### src/rtl/pipe_stall_ctrl.sv
// Central stall/flush controller: pipeline-register enables, flushes and PC load,
// plus the redirect-while-fetching hold (RUN/DROP) and a saturating stall counter.
module pipe_stall_ctrl #(
  parameter int unsigned ADDR_W = 32,
  parameter int unsigned CNT_W  = 32
) (
  input  logic              ACLK,
  input  logic              ARESETn,
  input  logic              hz_pc_write,
  input  logic              hz_if_id_write,
  input  logic              hz_id_flush,
  input  logic              br_taken,
  input  logic [ADDR_W-1:0] br_target,
  input  logic              im_stall,
  input  logic              dm_stall,
  output logic              pc_en,
  output logic              pc_redirect,
  output logic [ADDR_W-1:0] pc_target,
  output logic              if_id_en,
  output logic              if_id_flush,
  output logic              id_ex_en,
  output logic              id_ex_flush,
  output logic              ex_mem_en,
  output logic              mem_wb_en,
  output logic              drop_active,
  output logic [CNT_W-1:0]  stall_cnt
);

  typedef enum logic {
    RUN  = 1'b0,
    DROP = 1'b1
  } state_t;

  state_t            state_q, state_d;
  logic [ADDR_W-1:0] tgt_q, tgt_d;

  always_ff @(posedge ACLK or negedge ARESETn) begin
    if (!ARESETn) begin
      state_q <= RUN;
      tgt_q   <= '0;
    end else begin
      state_q <= state_d;
      tgt_q   <= tgt_d;
    end
  end

  // Next state and all pipeline controls; hazard inputs only matter in the RUN fall-through case
  always_comb begin
    state_d     = state_q;
    tgt_d       = tgt_q;
    pc_en       = 1'b0;
    pc_redirect = 1'b0;
    if_id_en    = 1'b0;
    if_id_flush = 1'b0;
    id_ex_en    = 1'b0;
    id_ex_flush = 1'b0;
    ex_mem_en   = 1'b0;
    mem_wb_en   = 1'b0;
    pc_target   = (state_q == DROP) ? tgt_q : br_target;

    if (!ARESETn) begin
      pc_target = '0;
    end else if (dm_stall) begin
      // Whole pipe frozen; any redirect in EX is re-seen once the data access returns
    end else begin
      unique case (state_q)
        RUN: begin
          id_ex_en  = 1'b1;
          ex_mem_en = 1'b1;
          mem_wb_en = 1'b1;
          if (br_taken && !im_stall) begin
            pc_en       = 1'b1;
            pc_redirect = 1'b1;
            if_id_en    = 1'b1;
            if_id_flush = 1'b1;
            id_ex_flush = 1'b1;
          end else if (br_taken) begin
            id_ex_flush = 1'b1;
            tgt_d       = br_target;
            state_d     = DROP;
          end else if (im_stall) begin
            id_ex_flush = 1'b1;
          end else begin
            pc_en       = hz_pc_write;
            if_id_en    = hz_if_id_write;
            id_ex_flush = hz_id_flush;
          end
        end
        DROP: begin
          id_ex_en    = 1'b1;
          id_ex_flush = 1'b1;
          ex_mem_en   = 1'b1;
          mem_wb_en   = 1'b1;
          if (!im_stall) begin
            // Stale fetch returned: discard it and load the held target
            pc_en       = 1'b1;
            pc_redirect = 1'b1;
            if_id_en    = 1'b1;
            if_id_flush = 1'b1;
            state_d     = RUN;
          end
        end
        default: state_d = RUN;
      endcase
    end
  end

  assign drop_active = (state_q == DROP);

  always_ff @(posedge ACLK or negedge ARESETn) begin
    if (!ARESETn) begin
      stall_cnt <= '0;
    end else if (!pc_en && (stall_cnt != {CNT_W{1'b1}})) begin
      stall_cnt <= stall_cnt + CNT_W'(1);
    end
  end

endmodule

### config.mk
export PLATFORM = sky130hd
export DESIGN_NAME = pipe_stall_ctrl
export DESIGN_NICKNAME = d
export VERILOG_FILES = /design/src/rtl/pipe_stall_ctrl.sv
export SDC_FILE = /design/constraint.sdc
export NUM_CORES = 1
export LEC_CHECK = 0
export ABC_AREA = 1
export BUFFER_PORTS_ARGS = -buffer_cell sky130_fd_sc_hd__buf_2
export CAP_MARGIN = 20
export CORE_UTILIZATION = 47
export DETAILED_ROUTE_END_ITERATION = 16
export HOLD_SLACK_MARGIN = 0.05
export PLACE_DENSITY = 0.76
export SYNTH_ARGS = -nofsm -noshare
export SYNTH_HDL_FRONTEND = slang
export SYNTH_SLANG_ARGS = --single-unit
### constraint.sdc
create_clock -name ACLK -period 1.5 [get_ports ACLK]
set_clock_uncertainty 0.1 [all_clocks]
set_input_delay 0 -clock ACLK [delete_from_list [all_inputs] [get_ports ACLK]]
set_output_delay 0 -clock ACLK [all_outputs]
set_load 0.03 [all_outputs]
==> impl_metrics.py <==
metrics = {
    "power": {
        "p_int_mw": 4.06,
        "p_comb_share_pct": 41.6,
        "swShare_pct": 40.5,
        "clkPwrFrac_pct": 23.2,
        "p_leak_nw": 3.36,
        "max-vdd-ir-drop_v": 0.000690,
        "seq_power_share_pct": 35.2,
        "switching_power_mw": 2.77,
        "power_density_nw_per_um2": 1020,
        "finalPower_mw": 6.83,
    },
    "setup_path": {
        "regToRegEndpoint": "stall_cnt[25]$_DFFE_PN0P_",
        "critPathArrivalTime_ns": 1.90,
        "start_kind": "flop",
        "timing.rr.start": "stall_cnt[12]$_DFFE_PN0P_",
        "worst-path-max-fanout": 4,
        "r2r_setup_slack_ns": -0.26,
        "crit_end": "stall_cnt[25]$_DFFE_PN0P_",
        "end_kind": "flop",
        "required_ns": 1.65,
        "worstSetupStartpoint": "stall_cnt[12]$_DFFE_PN0P_",
        "path_class": "reg2reg",
        "reg2reg_depth": 10,
    },
    "logic_synthesis": {
        "netlist_instances": 574,
        "synth_area_leaders": "dfrtp_1 (42%), nand2_1 (21%), o21ai_0 (8.8%), inv_1 (6.0%), nor2_1 (4.5%)",
        "synth-simple-area-share_pct": 31.7,
        "yosysUniqueCellTypes": 28,
        "synth_nets": 615,
        "ys_warn_count": 0,
        "synth_top_area_share_pct": 41.5,
        "yosys.area_share.xor_xnor_pct": 2.68,
        "ys_ff_latch": 65,
        "synth_largest_area_cell": "dfrtp_1",
        "synthMuxAreaShare_pct": 0,
        "synth_area_per_cell_um2": 6.82,
        "seq_area_frac_synth_pct": 41.5,
        "synth-compound-area-share_pct": 13.6,
        "synthAdderAreaFrac_pct": 0.320,
        "syn_area_um2": 3920,
        "synth_top_family_by_area": "simple AND/OR/NAND/NOR gates",
    },
    "routing": {
        "ant_nets": 0,
        "wl_um": 17200,
        "viasPerCell": 5.67,
        "drt_iter0_drc": 533,
        "num_vias": 5110,
        "dr.pass1.iters": 5,
        "post-route-drc-count": 0,
        "post_drt_wl_per_cell_um": 19.1,
    },
    "floorplan": {
        "rows": 32,
        "chipWidth_um": 93.3,
        "ios": 113,
        "die_area_um2": 8700,
        "initial_core_util_pct": 49.6,
        "die_height_um": 93.3,
        "core_um2": 7890,
    },
    "timing": {
        "max_freq_ghz": 0.569,
        "fin_crit_ns": 1.76,
        "setup_violations": 94,
        "slew_headroom_pct": 70.4,
        "fin_tns_setup_ns": -10.28,
        "setup_ws_ns": -0.259,
        "finalMaxSlewViolations": 0,
        "max_slew.worst_pin.slew_ns": 0.444,
        "hold_violations": 65,
        "grt_setup_unrepaired": "yes",
        "hold_ws_ns": -0.400,
        "fin_crit_sh_pct": 117,
    },
    "finish": {
        "nets": 836,
        "antenna_cells": 0,
        "final_core_util_pct": 84.5,
        "multi_input_area_um2": 2340,
        "drive_gt1_share_pct": 42.6,
        "fill_cells": 433,
        "mostFrequentLayoutCells": "nand2_1 (198), buf_2 (75), buf_4 (66), inv_1 (61)",
        "area_delta_synth_final_pct": 70.2,
        "layout_commonest_cell": "nand2_1",
        "regArea_um2": 1660,
        "final_cells": 902,
    },
    "job": {
        "maxCapViolCount": 0,
    },
    "grt": {
        "grt_overflow_total": 0,
        "grt_pass1_vias": 4581,
        "grt_pass1_wl_um": 21600,
        "grt_usage_pct": 32.5,
        "antenna_found_initial": 0,
        "grt_max_degree": 98,
    },
    "place": {
        "gp_congestion": 0.962,
        "place_inst": 827,
        "detailed_place_hpwl_um": 8060,
        "io_buffers": 112,
    },
    "run_status": {
        "status": "finished, violations left",
        "violations": "hold timing, setup timing",
    },
    "clock_network": {
        "hold_buffers": 35,
        "clk_pin_slew_ns": 0.09,
        "cts.sinks": 65,
        "cts_max_level": 3,
        "root_buffer": "clkbuf_8",
        "cts_buffer_depth": 2,
        "clkLatencyLatePin_ns": 0.36,
        "cts_tree": "done",
        "numCtsBuffers": 9,
    },
    "hold_path": {
        "min_path_type": "in2async",
    },
}
[power by group through the flow]
stage / Clock (mW) / Combinational (mW) / Sequential [mW]
2_1_floorplan: 0 / 1.07 / 2.51
3_3_place_gp: 0 / 1.89 / 2.32
3_5_place_dp: 0 / 1.97 / 2.34
4_1_cts: 1.54 / 2.42 / 2.32
5_1_grt: 1.65 / 2.99 / 2.42
6_report: 1.58 / 2.84 / 2.40
[how the worst min path moves through the flow]
stage                 start                        end  slack [ns]  depth (start not counted)
floorplan           ARESETn    drop_active$_DFFE_PN0N_       -0.40                          0
global placement    ARESETn  stall_cnt[31]$_DFFE_PN0P_      -0.003                          2
detailed placement  ARESETn  stall_cnt[31]$_DFFE_PN0P_     -0.0008                          2
CTS                 ARESETn  stall_cnt[30]$_DFFE_PN0P_       -0.38                          2
global route        ARESETn       tgt_q[2]$_DFFE_PN0P_       -0.38                          2
finish              ARESETn       tgt_q[2]$_DFFE_PN0P_       -0.40                          2
[synthesized netlist by cell type]
master,number
nand2_1,217
o21ai_0,69
dfrtp_1,65
inv_1,63
nor2_1,47
a21oi_1,33
nand3_1,15
clkbuf_1,14
xor2_1,7
nor2_2,6
buf_6,5
xnor2_1,5
nand2_2,4
nand4_1,4
buf_4,3
buf_1,2
inv_2,2
nand2_4,2
nand3b_1,2
buf_2,1
ha_1,1
inv_6,1
nand2_8,1
nor2_4,1
nor2_8,1
o21a_1,1
o21ai_1,1
o21ai_2,1
[cell type report]
class,instances,share of cell area (%)
Clock buffer,9,1.86
Sequential cell,65,24.9
Clock inverter,7,1.07
Tap cell,102,1.92
Inverter,66,4.02
Multi-Input combinational cell,419,35.2
Timing Repair Buffer,234,31.0
[cell families (layout without fill, tap and decap cells)]
kind of cell | count (synthesis) | in the layout
flops | 65 | 65
xor+xnor | 12 | 12
buf+inv | 91 | 316
simple gates | 300 | 301
compound gates | 105 | 105
fa+ha+maj | 1 | 1
[flip-flops by register name, summed over array words and instances (netlist names)]
register     cells
tgt_q           32
stall_cnt       32
drop_active      1
[metal layers]
layer,vias up,routed length (um),track usage (%)
met2,390,8670,57.7
met4,0,1070,16.2
met3,112,1590,6.26
met5,-,0,0
met1,2376,5910,37.4
li1,2232,-,-
[worst max-delay path, cell delays in order, from the launching register on]
cell and delay [ns]:
dfrtp_2 0.37, buf_4 0.15, nand2_1 0.11, nor2_1 0.21, nand2_1 0.15, nor2_1 0.20, nand2_1 0.09, nand2_1 0.08
nand2_1 0.07, nand2_1 0.07, nand2_1 0.05
[timing repair]
action,CTS,global route
pin swaps,2,21
gates resized for setup,105,103
gates cloned,3,11
setup buffers,5,5
endpoints found under the hold margin,100,65
endpoints found under the setup margin,62,98
[metrics by stage]
step | setup slack (ns) | cell area (um2)
after floorplan | -0.154 | 4100
after global placement | -0.0251 | 5170
final | -0.259 | 6660
after global routing | -0.278 | 6660
after detailed placement | -0.0990 | 5170
after CTS | -0.114 | 6120
Power figures use the tool's default switching activity.
